<file path="src/rtl/freq_meter_if.sv">
// freq_meter_if: enable/signal inputs and measurement results of freq_meter.
`default_nettype none

interface freq_meter_if #(
  parameter int CNT_W = 16
) ();
  logic             enable;
  logic             sig_in;
  logic [CNT_W-1:0] freq_count;
  logic             valid;
  logic             overflow;
  logic             busy;

  modport master (
    output enable,
    output sig_in,
    input  freq_count,
    input  valid,
    input  overflow,
    input  busy
  );

  modport slave (
    input  enable,
    input  sig_in,
    output freq_count,
    output valid,
    output overflow,
    output busy
  );
endinterface

`default_nettype wire

</file>
<file path="src/rtl/freq_meter.sv">
// freq_meter: counts sig_in rising edges over back-to-back GATE_CYCLES windows.
// Rev 1.0 - initial release.
`default_nettype none

module freq_meter #(
  parameter int GATE_CYCLES = 50000000,
  parameter int CNT_W       = 16
) (
  input  wire logic   clk,
  input  wire logic   rst,
  freq_meter_if.slave bus
);

  localparam int GW = (GATE_CYCLES > 2) ? $clog2(GATE_CYCLES) : 1;
  localparam logic [GW-1:0]    C_LAST = GW'(GATE_CYCLES - 1);
  localparam logic [CNT_W-1:0] C_CMAX = {CNT_W{1'b1}};

  typedef enum logic [0:0] {
    IDLE    = 1'b0,
    MEASURE = 1'b1
  } state_t;

  state_t           r_state;
  logic             r_sync1;
  logic             r_sync2;
  logic             r_hist;
  logic [GW-1:0]    r_gate_cnt;
  logic [CNT_W-1:0] r_edge_cnt;
  logic             r_ovf;

  logic             w_edge;
  logic             w_sat;
  logic [CNT_W-1:0] w_edge_next;
  logic             w_ovf_next;

  // Count including this cycle's edge, so the final cycle's edge lands in the ending window.
  assign w_edge      = r_sync2 & ~r_hist;
  assign w_sat       = (r_edge_cnt == C_CMAX);
  assign w_edge_next = (w_edge && !w_sat) ? r_edge_cnt + CNT_W'(1) : r_edge_cnt;
  assign w_ovf_next  = r_ovf | (w_edge & w_sat);

  always_ff @(posedge clk) begin
    if (rst) begin
      r_state        <= IDLE;
      r_sync1        <= 1'b0;
      r_sync2        <= 1'b0;
      r_hist         <= 1'b0;
      r_gate_cnt     <= '0;
      r_edge_cnt     <= '0;
      r_ovf          <= 1'b0;
      bus.freq_count <= '0;
      bus.valid      <= 1'b0;
      bus.overflow   <= 1'b0;
      bus.busy       <= 1'b0;
    end else begin
      r_sync1   <= bus.sig_in;
      r_sync2   <= r_sync1;
      r_hist    <= r_sync2;
      bus.valid <= 1'b0;
      case (r_state)
        IDLE: begin
          r_gate_cnt <= '0;
          r_edge_cnt <= '0;
          r_ovf      <= 1'b0;
          if (bus.enable) begin
            r_state  <= MEASURE;
            bus.busy <= 1'b1;
          end
        end
        MEASURE: begin
          if (!bus.enable) begin
            r_state    <= IDLE;
            bus.busy   <= 1'b0;
            r_gate_cnt <= '0;
            r_edge_cnt <= '0;
            r_ovf      <= 1'b0;
          end else if (r_gate_cnt == C_LAST) begin
            bus.freq_count <= w_edge_next;
            bus.overflow   <= w_ovf_next;
            bus.valid      <= 1'b1;
            r_gate_cnt     <= '0;
            r_edge_cnt     <= '0;
            r_ovf          <= 1'b0;
          end else begin
            r_gate_cnt <= r_gate_cnt + GW'(1);
            r_edge_cnt <= w_edge_next;
            r_ovf      <= w_ovf_next;
          end
        end
        default: begin
          r_state  <= IDLE;
          bus.busy <= 1'b0;
        end
      endcase
    end
  end

endmodule

`default_nettype wire

</file>
<file path="src/flat_wrapper.sv">
// flat-port wrapper written by rule: the top's interface ports become plain ports
module freq_meter_flat 
#(
  parameter int GATE_CYCLES = 50000000,
  parameter int CNT_W       = 16
)
  (clk, rst, bus_enable, bus_sig_in, bus_freq_count, bus_valid, bus_overflow, bus_busy);
  freq_meter_if #(.CNT_W(CNT_W)) bus_i ();
  input  wire logic clk;
  input  wire logic rst;
  input wire logic [$bits(bus_i.enable)-1:0] bus_enable;
  input wire logic [$bits(bus_i.sig_in)-1:0] bus_sig_in;
  output wire logic [$bits(bus_i.freq_count)-1:0] bus_freq_count;
  output wire logic [$bits(bus_i.valid)-1:0] bus_valid;
  output wire logic [$bits(bus_i.overflow)-1:0] bus_overflow;
  output wire logic [$bits(bus_i.busy)-1:0] bus_busy;
  assign bus_i.enable = bus_enable;
  assign bus_i.sig_in = bus_sig_in;
  assign bus_freq_count = bus_i.freq_count;
  assign bus_valid = bus_i.valid;
  assign bus_overflow = bus_i.overflow;
  assign bus_busy = bus_i.busy;
  freq_meter #(.GATE_CYCLES(GATE_CYCLES), .CNT_W(CNT_W)) u_core (.clk(clk), .rst(rst), .bus(bus_i));
endmodule
</file>
<file path="config.mk">
export PLATFORM = sky130hd
export DESIGN_NAME = freq_meter_flat
export DESIGN_NICKNAME = d
export VERILOG_FILES = /design/src/rtl/freq_meter_if.sv /design/src/rtl/freq_meter.sv /design/src/flat_wrapper.sv
export SDC_FILE = /design/constraint.sdc
export NUM_CORES = 1
export LEC_CHECK = 0
export BUFFER_PORTS_ARGS = -buffer_cell sky130_fd_sc_hd__buf_4
export CAP_MARGIN = 25
export CORE_MARGIN = 2
export CORE_UTILIZATION = 40
export CTS_BUF_LIST = sky130_fd_sc_hd__clkbuf_8
export CTS_CLUSTER_SIZE = 25
export DETAILED_ROUTE_END_ITERATION = 7
export PLACE_DENSITY_LB_ADDON = 0.15
export SETUP_SLACK_MARGIN = 0.05
export SYNTH_ARGS = -nofsm -noshare
export SYNTH_HDL_FRONTEND = slang
export SYNTH_SLANG_ARGS = --single-unit
</file>
<file path="constraint.sdc">
create_clock -name clk -period 2.59 [get_ports clk]
set_input_delay 0.259 -clock clk [delete_from_list [all_inputs] [get_ports clk]]
set_output_delay 0.259 -clock clk [all_outputs]
set_load 0.03 [all_outputs]
</file>
Word level (Yosys, flattened, before mapping)
Index checks and enable logic that the tools add are counted.
- register bits: 66
- input port bits: 4
- output and inout port bits: 19
- word-level logic and storage cells: 43
- $add $sub $neg: 2
- equality and inequality tests: 4
- muxes and demuxes: 15
- bitwise logic cells: 6
- reductions and logical operators: 5
- operator list (cell ; count):
    26-bit 2-to-1 mux ; 2
    26-bit case mux with 2 select lines ; 1
    16-bit 2-to-1 mux ; 3
    16-bit case mux with 2 select lines ; 1
    26-bit by 1-bit adder with 26-bit output, second input constant ; 1
    26-bit equality test, second input constant ; 1
    16-bit by 1-bit adder with 16-bit output, second input constant ; 1
    16-bit equality test, second input constant ; 1
    1-bit 2-to-1 mux ; 6
    2-bit inequality test, second input constant ; 2
    1-bit case mux with 2 select lines ; 2
    1-bit NOT ; 3
    3-bit AND reduction ; 1
    3-bit OR reduction ; 1
    1-bit AND ; 2
    2-bit AND reduction ; 1
    1-bit logical AND ; 1
    1-bit logical NOT ; 1
    1-bit bitwise OR ; 1

Logic depth before layout (Yosys ltp)
Gate-level depths: netlist (run 1).
- depth in word-level cells: 7
- depth in mapped cells: 7
- gate-level depth less buffers: 6

Worst setup path before layout (run 1)
No wires, ideal clock.
- path kind: register -> register
- start: register u_core.r_gate_cnt[0]
- end: register u_core.r_edge_cnt[3]
- library setup time: 0.118 ns
- data arrival time: 1.928 ns
- data required time: 2.472 ns
- setup slack: 0.544 ns
- stages on the path, launching flop included: 8
- buffers on the path: 1
- period minus slack after synthesis: 2.046 ns
- path through: dfxtp_1 > ha_1 > nand3_1 > or2_1 > or4_1 > nand3b_1 > buf_4 > nor2_1
- longest elaborated chain between the ends: 4
- ends and longest elaborated chain (element ; line ; RTL):
    start, declared ; freq_meter.sv:27 ; logic [GW-1:0] r_gate_cnt;
    start signal, assigned ; freq_meter.sv:85 ; r_gate_cnt <= r_gate_cnt + GW'(1);
    26-bit equality test ; freq_meter.sv:77 ; end else if (r_gate_cnt == C_LAST) begin
    16-bit 2-to-1 mux ; freq_meter.sv:77 ;
    16-bit 2-to-1 mux ; freq_meter.sv:71 ; if (!bus.enable) begin
    16-bit case mux with 2 select lines ; freq_meter.sv:60 ; case (r_state)
    end signal, assigned ; freq_meter.sv:86 ; r_edge_cnt <= w_edge_next;
    end, declared ; freq_meter.sv:28 ; logic [CNT_W-1:0] r_edge_cnt;
No other way between the ends.
A chain may end at the register's enable or synchronous reset.

Worst setup path after layout (run 1)
- start: register u_core.r_gate_cnt[0]
- end: register u_core.r_edge_cnt[2]
The elaborated chain is that of the path after synthesis.

==> results of run 1 <==
[layer usage]
layer  track usage [%]  wire, microns  vias up  part of all wire, %
li1                  -              -     1141                    -
met1              19.5           2670     1007                   48
met2              28.2           2640       24                   47
met3              4.52            138       10                  2.5
met4              6.99            114        0                  2.0
met5                 0              0        -                    0
[layout by cell type (no fill, tap or decap), drive strengths merged]
cell     count
clkinv       2
a21o         1
nor3         8
or2          2
a211oi      15
ha           3
nand2       13
bufinv       4
nand3b       1
xor2        20
clkbuf      10
o21ai        1
nand4b       2
nor2b        6
and3         4
dfxtp       66
nor4         6
o2111ai      1
or3          2
xnor2       17
inv          3
and4         3
nand4       15
mux2i        2
nand3       19
or4b         1
nand2b       4
nor2        67
nor3b        2
buf         30
o211ai       1
or4          4
nor4b        4
a311oi       1
o31ai        1
a21oi        2
[cells by family after synthesis]
group	count (synthesis)	share of synthesized area (%)
adders and majority gates	3	1.34
AOI/OAI and AO/OA	23	6.21
DFF	66	47.1
xor gates and xnor gates	37	11.6
muxes	2	0.714
and+or+nand+nor	163	30.5
buffers and inverters	13	2.54
[final cells by class]
class | count | area share (%)
Clock buffer | 10 | 4.08
Clock inverter | 6 | 4.08
Inverter | 3 | 0.334
Multi-Input combinational cell | 228 | 41.8
Sequential cell | 66 | 39.1
Tap cell | 96 | 3.56
Timing Repair Buffer | 30 | 7.04
[worst max-delay path by stage]
| stage | startpoint | end | slack (ns) | depth (start not counted) |
|---|---|---|---|---|
| global placement | u_core.r_gate_cnt[0]$_SDFF_PP0_ | u_core.r_edge_cnt[14]$_SDFF_PP0_ | 0.41 | 7 |
| global route | u_core.r_gate_cnt[0]$_SDFF_PP0_ | u_core.r_edge_cnt[13]$_SDFF_PP0_ | 0.19 | 7 |
| CTS | u_core.r_gate_cnt[0]$_SDFF_PP0_ | u_core.r_edge_cnt[9]$_SDFF_PP0_ | 0.33 | 7 |
| detailed placement | u_core.r_gate_cnt[0]$_SDFF_PP0_ | u_core.r_edge_cnt[15]$_SDFF_PP0_ | 0.34 | 7 |
| finish | u_core.r_gate_cnt[0]$_SDFF_PP0_ | u_core.r_edge_cnt[2]$_SDFF_PP0_ | 0.35 | 7 |
| floorplan | u_core.r_gate_cnt[0]$_SDFF_PP0_ | u_core.r_edge_cnt[3]$_SDFF_PP0_ | 0.54 | 7 |
[power groups by stage]
| stage | logic (uW) | clock network, uW | registers, uW |
|---|---|---|---|
| finish | 33.4 | 1180 | 1020 |
| global route | 37.6 | 1240 | 1020 |
| CTS | 34.5 | 1200 | 1020 |
| detailed placement | 34.5 | 0 | 1050 |
| global placement | 34.3 | 0 | 1050 |
| floorplan | 18.8 | 0 | 1050 |
[state kept, by name, indices dropped and copies added, names as in the netlist]
register	cells
u_core.bus.busy	1
u_core.bus.freq_count	16
u_core.bus.overflow	1
u_core.bus.valid	1
u_core.r_edge_cnt	16
u_core.r_gate_cnt	26
u_core.r_hist	1
u_core.r_ovf	1
u_core.r_state	1
u_core.r_sync1	1
u_core.r_sync2	1
[critical path: cells and delay by family, from the launching register on]
kind,cells,cell delay [ns]
buffers and inverters,1,0.22
and+or+nand+nor,5,1.30
DFF,1,0.37
adders and majority gates,1,0.24
[stage by stage]
step / cells / area, sq um / setup WS, ns / hold WS (ns)
floorplan: 307 / 2800 / 0.544 / 0.331
global placement: 423 / 3100 / 0.405 / 0.430
detailed placement: 423 / 3100 / 0.340 / 0.428
CTS: 439 / 3380 / 0.332 / 0.139
global route: 439 / 3380 / 0.191 / 0.144
finish: 439 / 3380 / 0.347 / 0.146
==> run_results.csv, run 1 <==
group,metric,value,unit
sta,fin_setup_tns,0,ns
synth,post_synth_instance_area,2800,sq um
clock_tree,cts_root_buffer,"clkbuf_8",
global_routing,grt_pass1_vias,2172,
setup_path,cp-end-kind,"flip-flop",
placed_design,io_buffers,22,
floorplanning,die-height,87.7,microns
route,route.vias.total,2182,
setup_path,timing.reg2reg.worst_path_depth,7,
setup_path,critical_path.reg2reg.startpoint,"u_core.r_gate_cnt[0]$_SDFF_PP0_",
pwr,p_int,1800,uW
setup_path,crit_path_cell_trace,"ha_1 -> nand3_1 -> or2_1 -> or4_1 -> nand3b_1 -> buf_4 -> nor2_1",
synth,syn-num-nets,314,
synth,synth_enable_flop_cells,0,
synth,post_synth_num_cell_types,37,
clock_tree,clock_latency,0.35,ns
global_routing,grtUsageTotal,16.5,%
cells_and_area,layout.nets,345,
route,drt_first_pass_iters,4,
floorplanning,core_area,6790,sq um
synth,ys.warnings.count,0,
sta,final.period_utilization,86.6,%
clock_tree,cts_resized,0,
sta,count_of_endpoints_failing_hold_in_the_final_timing_report,0,
global_routing,antenna_found_initial,0,
synth,synth.most_common_cell,"nor2_1",
pwr,net_switching,438,uW
worst_hold_path,worst_hold_path.endpoint,"u_core.r_sync1$_SDFF_PP0_",
sta,max_clock_freq,446,MHz
sta,timing.clock.skew,0.0113,ns
pwr,power.density_cell_area,662,nW/um^2
cells_and_area,finalCoreUtilization,49.7,%
setup_path,crit_arrival,2.48,ns
synth,yosys.area.top_type_share,47.1,%
clock_tree,numClockSinks,66,
global_routing,global_route_wire_length_before_repair,9.89,mm
floorplanning,placement_rows,30,
route,avgViaCountPerCell,4.97,
route,number_of_nets_with_antenna_violations_after_detailed_routing,0,
clock_tree,cts_buffer_depth,2,
setup_path,ff2ff_setup_slack,0.35,ns
placed_design,detailed_place_hpwl,3.90,mm
sta,setup_viol,0,
sta,grt_setup_unrepaired,"no",
route,drt_wl_total,5.57,mm
synth,ys_ff_latch,66,
clock_tree,numCtsBuffers,9,
setup_path,timing.rr.end,"u_core.r_edge_cnt[2]$_SDFF_PP0_",
synth,synthCells,307,
setup_path,crit_slowest_cell,"or4_1",
cells_and_area,multiInputGateArea,1410,sq um
setup_path,timing_worst_setup_path_type,"reg2reg",
route,detailedRoute.firstIterationViolations,69,
clock_tree,cts_max_level,3,
flow_run,cap_viol_max_count,0,
pwr,netSwitchingFraction,19.6,%
pwr,design_power_total,2240,uW
pwr,clock_power_share,52.8,%
sta,timing.final.max_slew_violations,0,
cells_and_area,fill_count,657,
setup_path,required_time_at_the_worst_slack_endpoint,2.82,ns
pwr,combPwrFrac,1.5,%
sta,worst_slew_margin,62.2,%
worst_hold_path,hold_path.startpoint,"bus_sig_in",
synth,synth-seq-area-share,47.1,%
sta,period_minus_ws_final,2.24,ns
floorplanning,top_level_ports,23,
clock_tree,cts.clk_slew.worst_paths,0.08,ns
cells_and_area,diodes,0,
setup_path,crit_path_start_kind,"flip-flop",
synth,synthArstFlopShare,0,%
pwr,irDropWorstVdd,0.000268,V
setup_path,crit_fanout,12,
pwr,power.sequential.fraction,45.7,%
cells_and_area,area_growth,20.4,%
clock_tree,cts_setup_buffers,0,
global_routing,global_route.overflow_total,0,
synth,synth.avg_cell_area,9.13,sq um
synth,synth.cells.most_frequent,"nor2_1, dfxtp_1, xor2_1",
worst_hold_path,hold_path_depth,2,
worst_hold_path,hold_path_class,"in2reg",
clock_tree,tritoncts,"built",
synth,netlist.top_cell.by_area,"dfxtp_1",
pwr,p_leak,0.00112,uW
synth,dominantRegCellSynth,"dfxtp_1",
floorplanning,die_width,87.7,microns
synth,post_synth_main_area_contributors,"dfxtp_1, nor2_1, xor2_1",
setup_path,cpPeakStageDelay,0.59,ns
run_status,result_of_the_run,"finished clean",
route,drc,0,
cells_and_area,ff_latch_area,1320,sq um
placed_design,gp_congestion,0.848,
route,routed_wire_length_per_instance,12.7,microns
cells_and_area,final_layout_size_suffix_gt1_share,14.9,%
floorplanning,initial_utilization,41.3,%
floorplanning,die-area,7690,sq um
global_routing,largest_net_degree_at_the_start_of_global_routing,31,
sta,transition_time_at_the_pin_with_the_least_slew_margin,0.564,ns
clock_tree,post_cts_hold_buffer_count,0,
Note: power is estimated with default switching activity, not from simulation.
==> run 2: changes to the inputs <==
- ABC_AREA: unset -> 1
- CORE_UTILIZATION: 40 -> 35
==> run 2 against run 1 <==
Net effect: sequential share of layout area is 4.6 points lower; clock-buffer cell count is 1 lower; routed wire length is 36% higher; cell area is 13% higher; sequential power hardly changed; largest cell class unchanged.
==> run_results.csv, run 2 <==
group,metric,value,unit
run_status,result_of_the_run,"finished clean",
sta,max_clock_freq,511,MHz
pwr,net_switching,469,uW
placed_design,io_buffers,22,
flow_run,cap_viol_max_count,0,
setup_path,cpPeakStageDelay,0.37,ns
cells_and_area,largest_reg_flops,26,
synth,ys_ff_latch,66,
pwr,combPwrFrac,2.2,%
route,detailedRoute.firstIterationViolations,115,
floorplanning,core_area,9280,sq um
clock_tree,cts_max_level,3,
sta,worst_slew_margin,63.0,%
synth,dominantRegCellSynth,"dfxtp_1",
synth,synth-seq-area-share,39.2,%
clock_tree,cts_resized,0,
route,drt_wl_total,7.59,mm
pwr,irDropWorstVdd,0.000188,V
global_routing,global_route_wire_length_before_repair,13.0,mm
synth,synthArstFlopShare,0,%
clock_tree,cts_buffer_depth,2,
clock_tree,tritoncts,"built",
cells_and_area,final_layout_size_suffix_gt1_share,10.9,%
setup_path,cp-end-kind,"flip-flop",
pwr,p_leak,0.00152,uW
synth,synth_enable_flop_cells,0,
floorplanning,placement_rows,35,
setup_path,crit_path_cell_trace,"ha_1 -> nand2_1 -> inv_1 -> nand2_2 -> nor2_4 -> nand2_1 -> nand3_2 -> buf_4 -> nor3_1",
cells_and_area,most_frequent_standard_cell_in_the_layout_excluding_fill_and_tap_cells,"nand2_1",
cells_and_area,area_growth,13.5,%
synth,netlist.top_cell.by_area,"dfxtp_1",
setup_path,cp_top_family,"simple AND/OR/NAND/NOR gates",
global_routing,grtUsageTotal,16.1,%
floorplanning,die_width,102,microns
sta,period_minus_ws_final,1.96,ns
placed_design,gp_congestion,0.887,
cells_and_area,commonest_cells_after_routing_fill_and_taps_aside,"nand2_1, nor2_1, inv_1, dfxtp_1, a21oi_1",
clock_tree,cts_setup_buffers,0,
clock_tree,cts_root_buffer,"clkbuf_8",
setup_path,crit_arrival,2.22,ns
floorplanning,initial_utilization,36.3,%
route,drt_first_pass_iters,5,
setup_path,worst-path-buf-inv,2,
clock_tree,post_cts_hold_buffer_count,0,
sta,transition_time_at_the_pin_with_the_least_slew_margin,0.554,ns
sta,grt_setup_unrepaired,"no",
sta,final.period_utilization,75.5,%
route,routed_wire_length_per_instance,11.2,microns
route,route.vias.total,3044,
clock_tree,numClockSinks,66,
route,number_of_nets_with_antenna_violations_after_detailed_routing,0,
route,drc,0,
cells_and_area,largest_register,"u_core.r_gate_cnt",
floorplanning,die-height,102,microns
setup_path,timing_worst_setup_path_type,"reg2reg",
sta,fin_setup_tns,0,ns
synth,synth.cells.most_frequent,"nand2_1, nor2_1, inv_1",
synth,synth.avg_cell_area,6.49,sq um
synth,post_synth_main_area_contributors,"dfxtp_1, nand2_1, nor2_1",
global_routing,grt_pass1_vias,2794,
pwr,design_power_total,1850,uW
sta,count_of_endpoints_failing_hold_in_the_final_timing_report,0,
cells_and_area,layout.nets,553,
setup_path,crit_path_start_kind,"flip-flop",
global_routing,antenna_found_initial,0,
synth,post_synth_num_cell_types,31,
setup_path,critPathMostFrequentCell,"nand2_1",
sta,setup_viol,0,
synth,synth.most_common_cell,"nand2_1",
pwr,clock_power_share,42.6,%
synth,ys.warnings.count,0,
setup_path,crit_fanout,26,
clock_tree,cts.clk_slew.worst_paths,0.08,ns
sta,timing.final.max_slew_violations,0,
setup_path,required_time_at_the_worst_slack_endpoint,2.85,ns
pwr,p_int,1380,uW
worst_hold_path,hold_path_class,"in2reg",
synth,post_synth_instance_area,3370,sq um
synth,synthCells,519,
sta,timing.clock.skew,0.0119,ns
pwr,netSwitchingFraction,25.3,%
pwr,power.sequential.fraction,55.2,%
placed_design,detailed_place_hpwl,5.62,mm
global_routing,largest_net_degree_at_the_start_of_global_routing,27,
route,avgViaCountPerCell,4.48,
floorplanning,die-area,10400,sq um
floorplanning,top_level_ports,23,
cells_and_area,diodes,0,
pwr,power.density_cell_area,484,nW/um^2
clock_tree,clock_latency,0.35,ns
synth,yosys.area.top_type_share,39.2,%
setup_path,crit_slowest_cell,"buf_4",
global_routing,global_route.overflow_total,0,
clock_tree,numCtsBuffers,9,
cells_and_area,layout_top_registers,"u_core.r_gate_cnt: 26 flops, u_core.bus.freq_count: 16 flops, u_core.r_edge_cnt: 16 flops",
synth,syn-num-nets,526,
-- run 2: cell types whose count changed in the layout (fill, tap and decap cells not counted), sizes merged, moves of 12 or more --
cell    previous run  this run
xnor2             17         2
xor2              20         8
a21oi              2        34
inv                3        69
nand2             13       177
nor2              67        98
a211oi            15         0
-- run 2: final timing paths --
check | startpoint | endpoint | slack, ns | cells after the start
worst min register to register | u_core.r_sync1$_SDFF_PP0_ | u_core.r_sync2$_SDFF_PP0_ | 0.41 | 2
worst max-delay path | u_core.r_gate_cnt[0]$_SDFF_PP0_ | u_core.r_gate_cnt[17]$_SDFF_PP0_ | 0.63 | 9
worst max register to register | u_core.r_gate_cnt[0]$_SDFF_PP0_ | u_core.r_gate_cnt[17]$_SDFF_PP0_ | 0.63 | 9
worst min-delay path | rst | u_core.r_sync2$_SDFF_PP0_ | 0.1 | 2
-- run 2: cell type report --
class | instances | area (sq um)
multi-input combinational | 377 | 1730
tap | 129 | 161
clock buffer | 9 | 124
fill | 1040 | 5460
sequential | 66 | 1320
clock inverter | 7 | 53.8
timing repair buffer | 24 | 180
inverter | 68 | 255
-- run 2: worst register-to-register path, cell delays in order, from the launching register on --
cell	delay, ns
dfxtp_1	0.33
ha_1	0.20
nand2_1	0.08
inv_1	0.06
nand2_2	0.15
nor2_4	0.07
nand2_1	0.11
nand3_2	0.32
buf_4	0.37
nor3_1	0.19
-- run 2: layer usage --
metal / global-route usage, % / share of wire [%]
met3: 3.90 / 3.1
met1: 21.8 / 52
met5: 0 / 0
met2: 25.2 / 44
met4: 5.85 / 1.1
-- run 2: kinds of logic after synthesis --
kind of cell	count (synthesis)	synth area share, %
flops	66	39.2
simple gates	325	41.3
compound gates	39	6.28
buf+inv	76	9.47
fa+ha+maj	3	1.11
xor+xnor	10	2.60
-- run 2: per-stage QoR --
step | utilization (%) | instances | instance area, sq um | hold slack (ns) | setup WS, ns
after global placement | 39.3 | 664 | 3650 | 0.391 | 0.679
final | 41.2 | 680 | 3820 | 0.0958 | 0.634
after detailed placement | 39.3 | 664 | 3650 | 0.400 | 0.609
after global routing | 41.2 | 680 | 3820 | 0.0691 | 0.399
after floorplan | - | 519 | 3370 | 0.330 | 1.05
after CTS | 41.2 | 680 | 3820 | 0.0758 | 0.589
-- run 2: power by group through the flow --
| stage | Clock (uW) | Combinational, uW | Sequential [uW] |
|---|---|---|---|
| final | 788 | 40.5 | 1020 |
| after global routing | 875 | 46.0 | 1020 |
| after CTS | 825 | 41.4 | 1020 |
| after detailed placement | 0 | 41.2 | 1050 |
| after global placement | 0 | 40.6 | 1050 |
| after floorplan | 0 | 23.6 | 1050 |
